==> config.mk <==
export PLATFORM = sky130hd
export DESIGN_NAME = control_unit
export DESIGN_NICKNAME = d
export VERILOG_FILES = /design/src/rtl/smp_pkg.sv /design/src/rtl/smp_decode.sv /design/src/rtl/control_unit.sv
export SDC_FILE = /design/constraint.sdc
export NUM_CORES = 1
export LEC_CHECK = 0
export BUFFER_PORTS_ARGS = -buffer_cell sky130_fd_sc_hd__buf_2
export CORE_MARGIN = 1
export CORE_UTILIZATION = 48
export CTS_BUF_LIST = sky130_fd_sc_hd__clkbuf_8
export CTS_CLUSTER_DIAMETER = 100
export DETAILED_ROUTE_END_ITERATION = 12
export GPL_TIMING_DRIVEN = 0
export PLACE_DENSITY_LB_ADDON = 0.1
export SLEW_MARGIN = 0
export SYNTH_ARGS = -nofsm -noshare
export SYNTH_HDL_FRONTEND = slang
export SYNTH_SLANG_ARGS = --single-unit
==> constraint.sdc <==
create_clock -name clock -period 2.2 [get_ports clock]
set_input_delay 0.33 -clock clock [delete_from_list [all_inputs] [get_ports clock]]
set_output_delay 0.33 -clock clock [all_outputs]
set_load 0.01 [all_outputs]
==> src/rtl/smp_pkg.sv <==
// Shared definitions for the SMP control unit: opcodes, ALU select codes,
// sequencer state encodings and the per-state strobe decode.
package smp_pkg;

    localparam int ALUS_BITS  = 7;
    localparam int STATE_BITS = 6;

    // Instruction opcodes carried in ir[3:0] (ir[7:4] must be zero)
    localparam logic [3:0] OP_NOP  = 4'h0, OP_LDAC = 4'h1, OP_STAC = 4'h2, OP_MVAC = 4'h3,
                           OP_MOVR = 4'h4, OP_JUMP = 4'h5, OP_JMPZ = 4'h6, OP_JPNZ = 4'h7,
                           OP_ADD  = 4'h8, OP_SUB  = 4'h9, OP_INAC = 4'hA, OP_CLAC = 4'hB,
                           OP_AND  = 4'hC, OP_OR   = 4'hD, OP_XOR  = 4'hE, OP_NOT  = 4'hF;

    // ALU function selects; NONE whenever AC is not being loaded
    localparam logic [ALUS_BITS-1:0] ALUS_NONE = 7'd0, ALUS_PASS = 7'd1, ALUS_ADD = 7'd2,
                                     ALUS_SUB  = 7'd3, ALUS_INC  = 7'd4, ALUS_CLR = 7'd5,
                                     ALUS_AND  = 7'd6, ALUS_OR   = 7'd7, ALUS_XOR = 7'd8,
                                     ALUS_NOT  = 7'd9;

    typedef enum logic [STATE_BITS-1:0] {
        ST_IDLE  = 6'd0,  ST_FETCH1 = 6'd1,  ST_FETCH2 = 6'd2,  ST_FETCH3 = 6'd3,
        ST_NOP1  = 6'd4,
        ST_LDAC1 = 6'd5,  ST_LDAC2  = 6'd6,  ST_LDAC3  = 6'd7,  ST_LDAC4  = 6'd8,  ST_LDAC5 = 6'd9,
        ST_STAC1 = 6'd10, ST_STAC2  = 6'd11, ST_STAC3  = 6'd12, ST_STAC4  = 6'd13,
        ST_STAC5 = 6'd14, ST_STAC6  = 6'd15,
        ST_MVAC1 = 6'd16, ST_MOVR1  = 6'd17,
        ST_JUMP1 = 6'd18, ST_JUMP2  = 6'd19, ST_JUMP3  = 6'd20,
        ST_JMPY1 = 6'd21, ST_JMPY2  = 6'd22, ST_JMPY3  = 6'd23,
        ST_JMPN1 = 6'd24, ST_JMPN2  = 6'd25,
        ST_ADD1  = 6'd26, ST_SUB1   = 6'd27, ST_INAC1  = 6'd28, ST_CLAC1  = 6'd29,
        ST_AND1  = 6'd30, ST_OR1    = 6'd31, ST_XOR1   = 6'd32, ST_NOT1   = 6'd33
    } state_t;

    typedef struct packed {
        logic                 we;
        logic                 membus;
        logic                 busmem;
        logic                 arload;
        logic                 arinc;
        logic                 pcload;
        logic                 pcinc;
        logic                 pcbus;
        logic                 drload;
        logic                 drhbus;
        logic                 drlbus;
        logic                 trload;
        logic                 trbus;
        logic                 irload;
        logic                 rload;
        logic                 rbus;
        logic                 acload;
        logic                 acbus;
        logic                 zload;
        logic [ALUS_BITS-1:0] alus;
    } ctrl_t;

    // Strobes asserted while the sequencer sits in a given state; unlisted
    // encodings (IDLE, NOP1, unused) assert nothing.
    function automatic ctrl_t state_ctrl(input state_t st);
        ctrl_t c;
        c = '0;
        case (st)
            ST_FETCH1:           begin c.pcbus = 1'b1; c.arload = 1'b1; end
            ST_FETCH2:           begin c.membus = 1'b1; c.drload = 1'b1; c.pcinc = 1'b1; end
            ST_FETCH3:           begin c.irload = 1'b1; c.pcbus = 1'b1; c.arload = 1'b1; end
            ST_LDAC1, ST_STAC1:  begin c.membus = 1'b1; c.drload = 1'b1; c.pcinc = 1'b1; c.arinc = 1'b1; end
            ST_LDAC2, ST_STAC2:  begin c.trload = 1'b1; c.membus = 1'b1; c.drload = 1'b1; c.pcinc = 1'b1; end
            ST_LDAC3, ST_STAC3:  begin c.drhbus = 1'b1; c.trbus = 1'b1; c.arload = 1'b1; end
            ST_LDAC4, ST_STAC4:  begin c.membus = 1'b1; c.drload = 1'b1; end
            ST_LDAC5:            begin c.drlbus = 1'b1; c.acload = 1'b1; c.zload = 1'b1; c.alus = ALUS_PASS; end
            ST_STAC5:            begin c.acbus = 1'b1; c.drload = 1'b1; end
            ST_STAC6:            begin c.drlbus = 1'b1; c.busmem = 1'b1; c.we = 1'b1; end
            ST_MVAC1:            begin c.acbus = 1'b1; c.rload = 1'b1; end
            ST_MOVR1:            begin c.rbus = 1'b1; c.acload = 1'b1; c.zload = 1'b1; c.alus = ALUS_PASS; end
            ST_JUMP1, ST_JMPY1:  begin c.membus = 1'b1; c.drload = 1'b1; c.arinc = 1'b1; end
            ST_JUMP2, ST_JMPY2:  begin c.trload = 1'b1; c.membus = 1'b1; c.drload = 1'b1; end
            ST_JUMP3, ST_JMPY3:  begin c.drhbus = 1'b1; c.trbus = 1'b1; c.pcload = 1'b1; end
            ST_JMPN1, ST_JMPN2:  begin c.pcinc = 1'b1; end
            ST_ADD1:             begin c.rbus = 1'b1; c.acload = 1'b1; c.zload = 1'b1; c.alus = ALUS_ADD; end
            ST_SUB1:             begin c.rbus = 1'b1; c.acload = 1'b1; c.zload = 1'b1; c.alus = ALUS_SUB; end
            ST_INAC1:            begin c.acload = 1'b1; c.zload = 1'b1; c.alus = ALUS_INC; end
            ST_CLAC1:            begin c.acload = 1'b1; c.zload = 1'b1; c.alus = ALUS_CLR; end
            ST_AND1:             begin c.rbus = 1'b1; c.acload = 1'b1; c.zload = 1'b1; c.alus = ALUS_AND; end
            ST_OR1:              begin c.rbus = 1'b1; c.acload = 1'b1; c.zload = 1'b1; c.alus = ALUS_OR; end
            ST_XOR1:             begin c.rbus = 1'b1; c.acload = 1'b1; c.zload = 1'b1; c.alus = ALUS_XOR; end
            ST_NOT1:             begin c.acload = 1'b1; c.zload = 1'b1; c.alus = ALUS_NOT; end
            default:             ;
        endcase
        return c;
    endfunction

endpackage

==> src/rtl/smp_decode.sv <==
// Instruction decoder: ir[7:0] -> one-hot opcode. Any byte with a nonzero
// upper nibble is treated as NOP so illegal instructions simply fall through.
module smp_decode
    import smp_pkg::*;
(
    input  logic [7:0]  ir_lo,
    output logic [15:0] op_hot
);

    logic legal;
    assign legal = (ir_lo[7:4] == 4'h0);

    genvar gi;
    generate
        for (gi = 0; gi < 16; gi++) begin : g_op
            assign op_hot[gi] = legal ? (ir_lo[3:0] == 4'(gi)) : (OP_NOP == 4'(gi));
        end
    endgenerate

endmodule

==> src/rtl/control_unit.sv <==
// Hardwired Moore sequencer for the 8-bit SMP datapath. Every strobe is held
// in a register that always equals the decode of the current state, so the
// outputs are glitch-free and drop together with the async reset.
module control_unit
    import smp_pkg::*;
#(
    parameter int ALUS_W = ALUS_BITS,
    parameter int ST_W   = STATE_BITS
) (
    input  logic              clock,
    input  logic              reset,
    input  logic [15:0]       ir,
    input  logic              z,
    output logic              we,
    output logic              MEMbus,
    output logic              BUSmem,
    output logic              ARload,
    output logic              ARinc,
    output logic              PCload,
    output logic              PCinc,
    output logic              PCbus,
    output logic              DRload,
    output logic              DRHbus,
    output logic              DRLbus,
    output logic              TRload,
    output logic              TRbus,
    output logic              IRload,
    output logic              Rload,
    output logic              Rbus,
    output logic [ALUS_W-1:0] ALUS,
    output logic              ACload,
    output logic              ACbus,
    output logic              Zload,
    output logic [ST_W-1:0]   state
);

    state_t      state_reg;
    state_t      state_next;
    ctrl_t       ctrl_reg;
    logic [15:0] op_hot;
    logic        unused_ir_hi;

    // Only the low byte of IR carries an opcode
    assign unused_ir_hi = ^ir[15:8];

    smp_decode u_decode (
        .ir_lo  (ir[7:0]),
        .op_hot (op_hot)
    );

    // Next-state: fixed chains per instruction, branching only in FETCH3
    always_comb begin
        state_next = ST_IDLE;
        case (state_reg)
            ST_IDLE:   state_next = ST_FETCH1;
            ST_FETCH1: state_next = ST_FETCH2;
            ST_FETCH2: state_next = ST_FETCH3;
            ST_FETCH3: begin
                case (1'b1)
                    op_hot[OP_LDAC]: state_next = ST_LDAC1;
                    op_hot[OP_STAC]: state_next = ST_STAC1;
                    op_hot[OP_MVAC]: state_next = ST_MVAC1;
                    op_hot[OP_MOVR]: state_next = ST_MOVR1;
                    op_hot[OP_JUMP]: state_next = ST_JUMP1;
                    op_hot[OP_JMPZ]: state_next = z ? ST_JMPY1 : ST_JMPN1;
                    op_hot[OP_JPNZ]: state_next = z ? ST_JMPN1 : ST_JMPY1;
                    op_hot[OP_ADD]:  state_next = ST_ADD1;
                    op_hot[OP_SUB]:  state_next = ST_SUB1;
                    op_hot[OP_INAC]: state_next = ST_INAC1;
                    op_hot[OP_CLAC]: state_next = ST_CLAC1;
                    op_hot[OP_AND]:  state_next = ST_AND1;
                    op_hot[OP_OR]:   state_next = ST_OR1;
                    op_hot[OP_XOR]:  state_next = ST_XOR1;
                    op_hot[OP_NOT]:  state_next = ST_NOT1;
                    default:         state_next = ST_NOP1;
                endcase
            end
            ST_LDAC1:  state_next = ST_LDAC2;
            ST_LDAC2:  state_next = ST_LDAC3;
            ST_LDAC3:  state_next = ST_LDAC4;
            ST_LDAC4:  state_next = ST_LDAC5;
            ST_STAC1:  state_next = ST_STAC2;
            ST_STAC2:  state_next = ST_STAC3;
            ST_STAC3:  state_next = ST_STAC4;
            ST_STAC4:  state_next = ST_STAC5;
            ST_STAC5:  state_next = ST_STAC6;
            ST_JUMP1:  state_next = ST_JUMP2;
            ST_JUMP2:  state_next = ST_JUMP3;
            ST_JMPY1:  state_next = ST_JMPY2;
            ST_JMPY2:  state_next = ST_JMPY3;
            ST_JMPN1:  state_next = ST_JMPN2;
            ST_LDAC5, ST_STAC6, ST_MVAC1, ST_MOVR1, ST_NOP1,
            ST_JUMP3, ST_JMPY3, ST_JMPN2,
            ST_ADD1, ST_SUB1, ST_INAC1, ST_CLAC1,
            ST_AND1, ST_OR1, ST_XOR1, ST_NOT1:
                       state_next = ST_FETCH1;
            default:   state_next = ST_IDLE;
        endcase
    end

    // State and strobe registers; strobes are pre-decoded from the next state
    always_ff @(posedge clock or posedge reset) begin
        if (reset) begin
            state_reg <= ST_IDLE;
            ctrl_reg  <= '0;
        end else begin
            state_reg <= state_next;
            ctrl_reg  <= state_ctrl(state_next);
        end
    end

    assign we     = ctrl_reg.we;
    assign MEMbus = ctrl_reg.membus;
    assign BUSmem = ctrl_reg.busmem;
    assign ARload = ctrl_reg.arload;
    assign ARinc  = ctrl_reg.arinc;
    assign PCload = ctrl_reg.pcload;
    assign PCinc  = ctrl_reg.pcinc;
    assign PCbus  = ctrl_reg.pcbus;
    assign DRload = ctrl_reg.drload;
    assign DRHbus = ctrl_reg.drhbus;
    assign DRLbus = ctrl_reg.drlbus;
    assign TRload = ctrl_reg.trload;
    assign TRbus  = ctrl_reg.trbus;
    assign IRload = ctrl_reg.irload;
    assign Rload  = ctrl_reg.rload;
    assign Rbus   = ctrl_reg.rbus;
    assign ALUS   = ALUS_W'(ctrl_reg.alus);
    assign ACload = ctrl_reg.acload;
    assign ACbus  = ctrl_reg.acbus;
    assign Zload  = ctrl_reg.zload;
    assign state  = ST_W'(state_reg);

endmodule

==> summary.md, run 1 <==
| Metric | Value |
|---|---|
| Outcome | finished, final reports clean |
| Startpoint Class | flop |
| Vias in the first global route | 1410 |
| Total CTS buffers | 3 |
| Top Metal Used | met4 |
| Minimum clock period | 2.182 ns |
| CP bufs+invs | 2 |
| Worst Skew | 0.004679 ns |
| Fin. Hold Viols | 0 |
| Pins Over Slew Limit | 0 |
| Post-Syn Area per Cell | about 9.5 µm² |
| Power per standard cell area | around 1400 nW/µm² |
| CP peak stage delay | 0.41 ns |
| Post-DP HPWL | between 2000 and 3000 µm |
| Worst-path cell chain | buf_6 > nor4_4 > nand4_4 > o22ai_4 > o211ai_1 > buf_4 > o31a_1 > nand3_1 |
| Num rows | 21 |
| DR vias | about 1600 |
| Detailed-route wire length | about 4300 µm |
| #FFs+latches synth | 27 |
| Largest net degree at the start of global routing | 28 |
| Clock Latency Late Sink | 0.27 ns |
| Required time worst endpoint | 2.41 ns |
| Setup crit end kind | flop |
| Drt wl/cell | 14.44 µm |
| Slowest cell on crit path | dfrtp_1 |
| Die height | between 60 and 70 µm |
| Top_reg_cell synth | dfrtp_1 |
| Tightest Pin Transition | around 0.93 ns |
| Ratio of cells with drive above 1 in the final layout | between 40% and 50% |
| Inserted Diodes | 0 |
| DIE AREA | 3881 µm² |
| Seq/Total Area, Yosys | about two fifths |
| Cell area after synthesis | 1745 µm² |
| First-pass GRT wire length | around 6600 µm |
| Layout area overhead | 33.91% |
| Clock Path Buffers | 2 |
| M1 wire length | about 1800 µm |
| Final Util | between 60 and 70% |
| Total track usage | 21.22% |
| Drc violations | 0 |
| Total iterations of the first detailed-routing run | 4 |
| Delay-heaviest family, CP | simple AND/OR/NAND/NOR gates |
| Max Cap Viol | 0 |
| Post-Syn Instances | roughly 180 |
| Met2 WL post-DR | about 2200 µm |
| Synth async-reset ratio | 100.0% |
| Crit-path max FO | 8 |
| Post-synth EDFFs | 0 |
| Final setup fails | 0 |
| Initial DRC count | 61 |
| Synth unique cells | 61 |
| Max reg flops | 6 |
| Most common cell after layout, fill and taps aside | buf_2 |
| Clock transition at path regs | 0.09 ns |
| Overall overflow remaining after global route | 0 |
| Clock sinks | 27 |
| Port Buffer Count | 38 |
| Post-route ant nets | 0 |
| Via-to-Cell Ratio | between 5 and 6 |
| CTS root buf | clkbuf_8 |
| Die Wd | roughly 62 µm |
| Leak | approximately 1.1 nW |
| Synth warn | 0 |
| Design area | between 2000 and 2500 µm² |
| Cell Area, Placed | between 2000 and 2500 µm² |
| Slew HR | a little under two fifths |
| CORE AREA | between 3000 and 4000 µm² |
| RD Place Congestion | roughly 0.82 |
| FMAX | about 460 MHz |
| Nets@finish | 271 |
| CP Class | flop to flop |
| CTS tree | done |
| Peak supply drop | 732.7 µV |
| Hold Path Class | primary input to async pin |
| Top-level I/O count | between 50 and 60 |
| Routed met3 length | 223 µm |
| Htree depth | 1 |
| Starting Density | approximately 50% |
| Most frequent cells in the layout | buf_2 (44), buf_4 (29), dfrtp_1 (23) |
| Filler cell count | 268 |
| Number of antenna violations at the first check in global routing | 0 |
| Final period utilization | 99.17% |
| Unrepaired setup endpoints after global routing | yes |
| Data arrival, critical path | 2.39 ns |
Yosys cell counts, drive strengths merged, types with 3 or more instances:
master | count | share of area (%)
nor2b | 4 | 1.4
nand2 | 14 | 3.0
o21ai | 10 | 3.7
dfrtp | 27 | 39
o21a | 4 | 1.7
o211ai | 5 | 2.2
inv | 6 | 1.6
buf | 18 | 7.3
xnor2 | 3 | 1.5
a21oi | 7 | 2.0
nor2 | 18 | 3.9
nand3 | 7 | 2.0
nor3 | 9 | 2.9
nor4b | 4 | 2.4
nand2b | 3 | 1.5
nor4 | 5 | 3.9
metal layers:
metal	global-route usage, %	vias to the layer above
li1	-	796
met1	28.10	779
met2	36.13	58
met3	3.309	4
met4	5.523	0
met5	0	-
worst paths after layout:
kind / slack, ns / cells after the start / endpoint / startpoint
min in group clock: 0.42 / 3 / ALUS[3] / ir[1]
min reg2reg: 0.77 / 3 / ALUS[3] / state[2]
min: 0.26 / 2 / Rload / reset
max reg2reg: 0.02 / 8 / DRload / state[3]
max: 0.02 / 8 / DRload / state[3]
max in group asynchronous: 1.32 / 2 / state[2] / reset
stage by stage:
stage | setup slack (ns) | std cells | TNS [ns] | hold WS, ns | power (mW)
6_report | 0.01827 | 297 | 0 | 0.2568 | 3.378
5_1_grt | -0.07300 | 297 | -0.3746 | 0.3556 | 3.602
4_1_cts | 0.008199 | 280 | 0 | 0.2863 | 2.815
3_5_place_dp | -0.09144 | 270 | -0.5268 | 0.5819 | 2.418
3_3_place_gp | -0.05774 | 270 | -0.1356 | 0.5642 | 2.375
2_1_floorplan | 0.09786 | 186 | 0 | 0.3827 | 2.018
area by class of cell:
cell class | count | area [µm²] | share of cell area, %
Timing Repair Buffer | 62 | 374.1 | 16.01
Sequential cell | 27 | 680.7 | 29.12
Clock buffer | 3 | 41.29 | 1.767
Inverter | 7 | 38.79 | 1.660
Tap cell | 46 | 57.56 | 2.463
Multi-Input combinational cell | 133 | 994.7 | 42.56
Clock inverter | 1 | 7.507 | 0.3212
Buffer | 18 | 142.6 | 6.103
kinds of logic (layout without fill, tap and decap cells):
logic type | count (synthesis) | in the layout | share of synthesized area [%]
xor+xnor | 4 | 4 | 2.438
buf+inv | 26 | 91 | 9.319
flops | 27 | 27 | 38.71
simple gates | 77 | 77 | 27.24
compound gates | 47 | 47 | 20.86
other cells | 1 | 3 | 0.2148
mux | 2 | 2 | 1.219
power breakdown:
| group | switching (mW) | internal (mW) |
|---|---|---|
| Sequential | 0.0746 | 0.634 |
| Combinational | 1.27 | 1.12 |
| Clock | 0.145 | 0.128 |
repair_timing:
item / 4_1_cts / 5_1_grt
buffers inserted: 7 / 17
pin swaps: 11 / 12
gates resized for setup: 8 / 25
endpoints found under the setup margin: 12 / 13
endpoints found under the hold margin: 0 / 0
hold buffers: 0 / 0
(Power assumes the default switching activity.)
==> inputs of run 2 (changes only) <==
- CORE_UTILIZATION: 48 -> 45
- TNS_END_PERCENT: default -> 50
==> summary.md, run 2 (synthesis gave the netlist of run 1 again) <==
| Metric | Value |
|---|---|
| Outcome | finished, final reports clean (unchanged) |
| Most Crowded Layer GR | met2 (unchanged) |
| Peak supply drop | 459.7 µV (was 732.7 µV) |
| Hold Path Class | primary input to async pin (unchanged) |
| Slew HR | 33.94% (was 37.90%) |
| DR vias | 1562 (was 1637) |
| Top-level I/O count | 51 (unchanged) |
| Grt met1 use | 28.52% (was 28.10%) |
| Drc violations | 0 (unchanged) |
| Filler cell count | 315 (was 268) |
| Post-route ant nets | 0 (unchanged) |
| Total CTS buffers | 3 (unchanged) |
| Minimum clock period | 2.174 ns (was 2.182 ns) |
| Total chip power | 3.073 mW (was 3.378 mW) |
| First-pass GRT wire length | 6900 µm (was 6589 µm) |
| Setup crit end kind | flop (unchanged) |
| Leak | 1.057 nW (was 1.106 nW) |
| CORE AREA | 3689 µm² (was 3416 µm²) |
| Worst Skew | 0.005754 ns (was 0.004679 ns) |
| Clock sinks | 27 (unchanged) |
| Total track usage | 21.71% (was 21.22%) |
| Max Cap Viol | 0 (unchanged) |
| Via-to-Cell Ratio | 5.424 (was 5.512) |
| DIE AREA | 4132 µm² (was 3881 µm²) |
| Initial DRC count | 50 (was 61) |
| Worst-path cell chain | buf_6 > nor4_4 > nand4_4 > o221a_1 > buf_6 > mux2_1 > a31o_1 (was buf_6 > nor4_4 > nand4_4 > o22ai_4 > o211ai_1 > buf_4 > o31a_1 > nand3_1) |
| Most common cell after layout, fill and taps aside | buf_2 (unchanged) |
| Cell Int Power | 1.660 mW (was 1.886 mW) |
| Nets@finish | 260 (was 271) |
| Clock power frac | 9.4% (was 8.1%) |
| Htree depth | 1 (unchanged) |
| Layout area overhead | 29.39% (was 33.91%) |
| Max reg flops | 6 (unchanged) |
| Met3 usage | 2.500% (was 3.309%) |
| Most used cell, CP | buf_6 |
| Clock Latency Late Sink | 0.28 ns (was 0.27 ns) |
| Clock transition at path regs | 0.10 ns (was 0.09 ns) |
| Total iterations of the first detailed-routing run | 4 (unchanged) |
| Power per standard cell area | 1361 nW/µm² (was 1445 nW/µm²) |
| Largest net degree at the start of global routing | 28 (unchanged) |
| Met2 Usage GRT | 36.45% (was 36.13%) |
| Detailed-route wire length | 4203 µm (was 4289 µm) |
| CP peak stage delay | 0.40 ns (was 0.41 ns) |
| Die height | 64.28 µm (was 62.30 µm) |
| Most frequent cells in the layout | buf_2 (44), dfrtp_1 (25), buf_4 (19) (was buf_2 (44), buf_4 (29), dfrtp_1 (23)) |
| Fin. Hold Viols | 0 (unchanged) |
| Die Wd | 64.28 µm (was 62.30 µm) |
| CTS root buf | clkbuf_8 (unchanged) |
| Startpoint Class | flop (unchanged) |
| Post-DP HPWL | 2964 µm (was 2908 µm) |
| Setup TNS | 0 ns (unchanged) |
| Starting Density | 47.32% (was 51.10%) |
| Tightest Pin Transition | 0.9898 ns (was 0.9304 ns) |
| Clock Path Buffers | 2 (unchanged) |
| Total net switching power | 1.414 mW (was 1.492 mW) |
| RD Place Congestion | 0.7832 (was 0.8184) |
| Num rows | 22 (was 21) |
| CP Class | flop to flop (unchanged) |
| Overall overflow remaining after global route | 0 (unchanged) |
| Final period utilization | 98.84% (was 99.17%) |
| Switch share | 45.99% (was 44.17%) |
| FMAX | 459.9 MHz (was 458.4 MHz) |
| Required time worst endpoint | 2.38 ns (was 2.41 ns) |
| Number of antenna violations at the first check in global routing | 0 (unchanged) |
| Inserted Diodes | 0 (unchanged) |
| Unrepaired setup endpoints after global routing | yes (unchanged) |
| Sequential Power Share | 23.3% (was 21.0%) |
| Drt wl/cell | 14.59 µm (was 14.44 µm) |
| Data arrival, critical path | 2.35 ns (was 2.39 ns) |
| Crit-path max FO | 8 (unchanged) |
| Ratio of cells with drive above 1 in the final layout | 41.67% (was 46.22%) |
| Combinational Power Share | 67.2% (was 70.9%) |
| Vias in the first global route | 1486 (was 1410) |
| Final setup fails | 0 (unchanged) |
| Port Buffer Count | 38 (unchanged) |
| Slowest cell on crit path | dfrtp_1 (unchanged) |
| CTS tree | done (unchanged) |
| Pins Over Slew Limit | 0 (unchanged) |
run 2: critical path, delay by kind of cell (launching register included):
| family | cells | cell delay (ns) |
|---|---|---|
| AO/OA/AOI/OAI | 2 | 0.48 |
| buffers and inverters | 2 | 0.29 |
| flip-flops | 1 | 0.40 |
| multiplexers | 1 | 0.31 |
| AND/OR/NAND/NOR | 2 | 0.59 |
run 2: cell type report:
class / count / area (µm²) / share of cell area (%)
multi-input combinational: 133 / 1002 / 44.38
sequential: 27 / 678.2 / 30.03
timing repair buffer: 50 / 284.0 / 12.58
buffer: 19 / 146.4 / 6.482
tap: 48 / 60.06 / 2.659
clock buffer: 3 / 41.29 / 1.828
inverter: 7 / 38.79 / 1.717
clock inverter: 1 / 7.507 / 0.3324
run 2: repair_timing:
item,in CTS,in global routing
setup buffers,4,8
pin swaps,4,17
resized for setup,6,24
endpoints found under the setup margin,11,13
hold buffers,0,0
run 2: path summary, 6_finish.rpt:
path | startpoint | end | slack (ns) | cells after the start
max in group asynchronous | reset | state[0] | 1.26 | 2
min in group clock | ir[1] | ALUS[3] | 0.43 | 3
setup reg to reg | state[3] | Rbus | 0.03 | 7
hold reg to reg | state[0] | state[5] | 0.75 | 2
setup / recovery | state[3] | Rbus | 0.03 | 7
hold / removal | reset | ARinc | 0.27 | 2
run 2: power groups by stage:
stage          combinational, mW  sequential (mW)  clock, mW
5_1_grt                     2.25            0.733      0.316
3_5_place_dp                1.71            0.720          0
4_1_cts                     1.78            0.714      0.297
6_report                    2.07            0.717      0.289
3_3_place_gp                1.66            0.717          0
2_1_floorplan               1.24            0.778          0
run 2: layer usage:
layer | vias to the layer above | wire length (µm)
met5 | - | 0
met4 | 0 | 43
met3 | 4 | 151
met2 | 38 | 2096
met1 | 751 | 1912
li1 | 769 | -
run 2: through the flow:
| stage | area, µm² | setup slack [ns] | hold WS, ns | util, % | cells |
|---|---|---|---|---|---|
| finish | 2258 | 0.02554 | 0.2677 | 61.23 | 288 |
| global route | 2258 | -0.1051 | 0.3754 | 61.23 | 288 |
| CTS | 2106 | -0.02473 | 0.3106 | 57.09 | 280 |
| detailed placement | 2003 | -0.1076 | 0.6254 | 54.31 | 272 |
| global placement | 2003 | -0.04644 | 0.5897 | 54.31 | 272 |
| floorplan | 1753 | 0.09786 | 0.3827 | - | 186 |
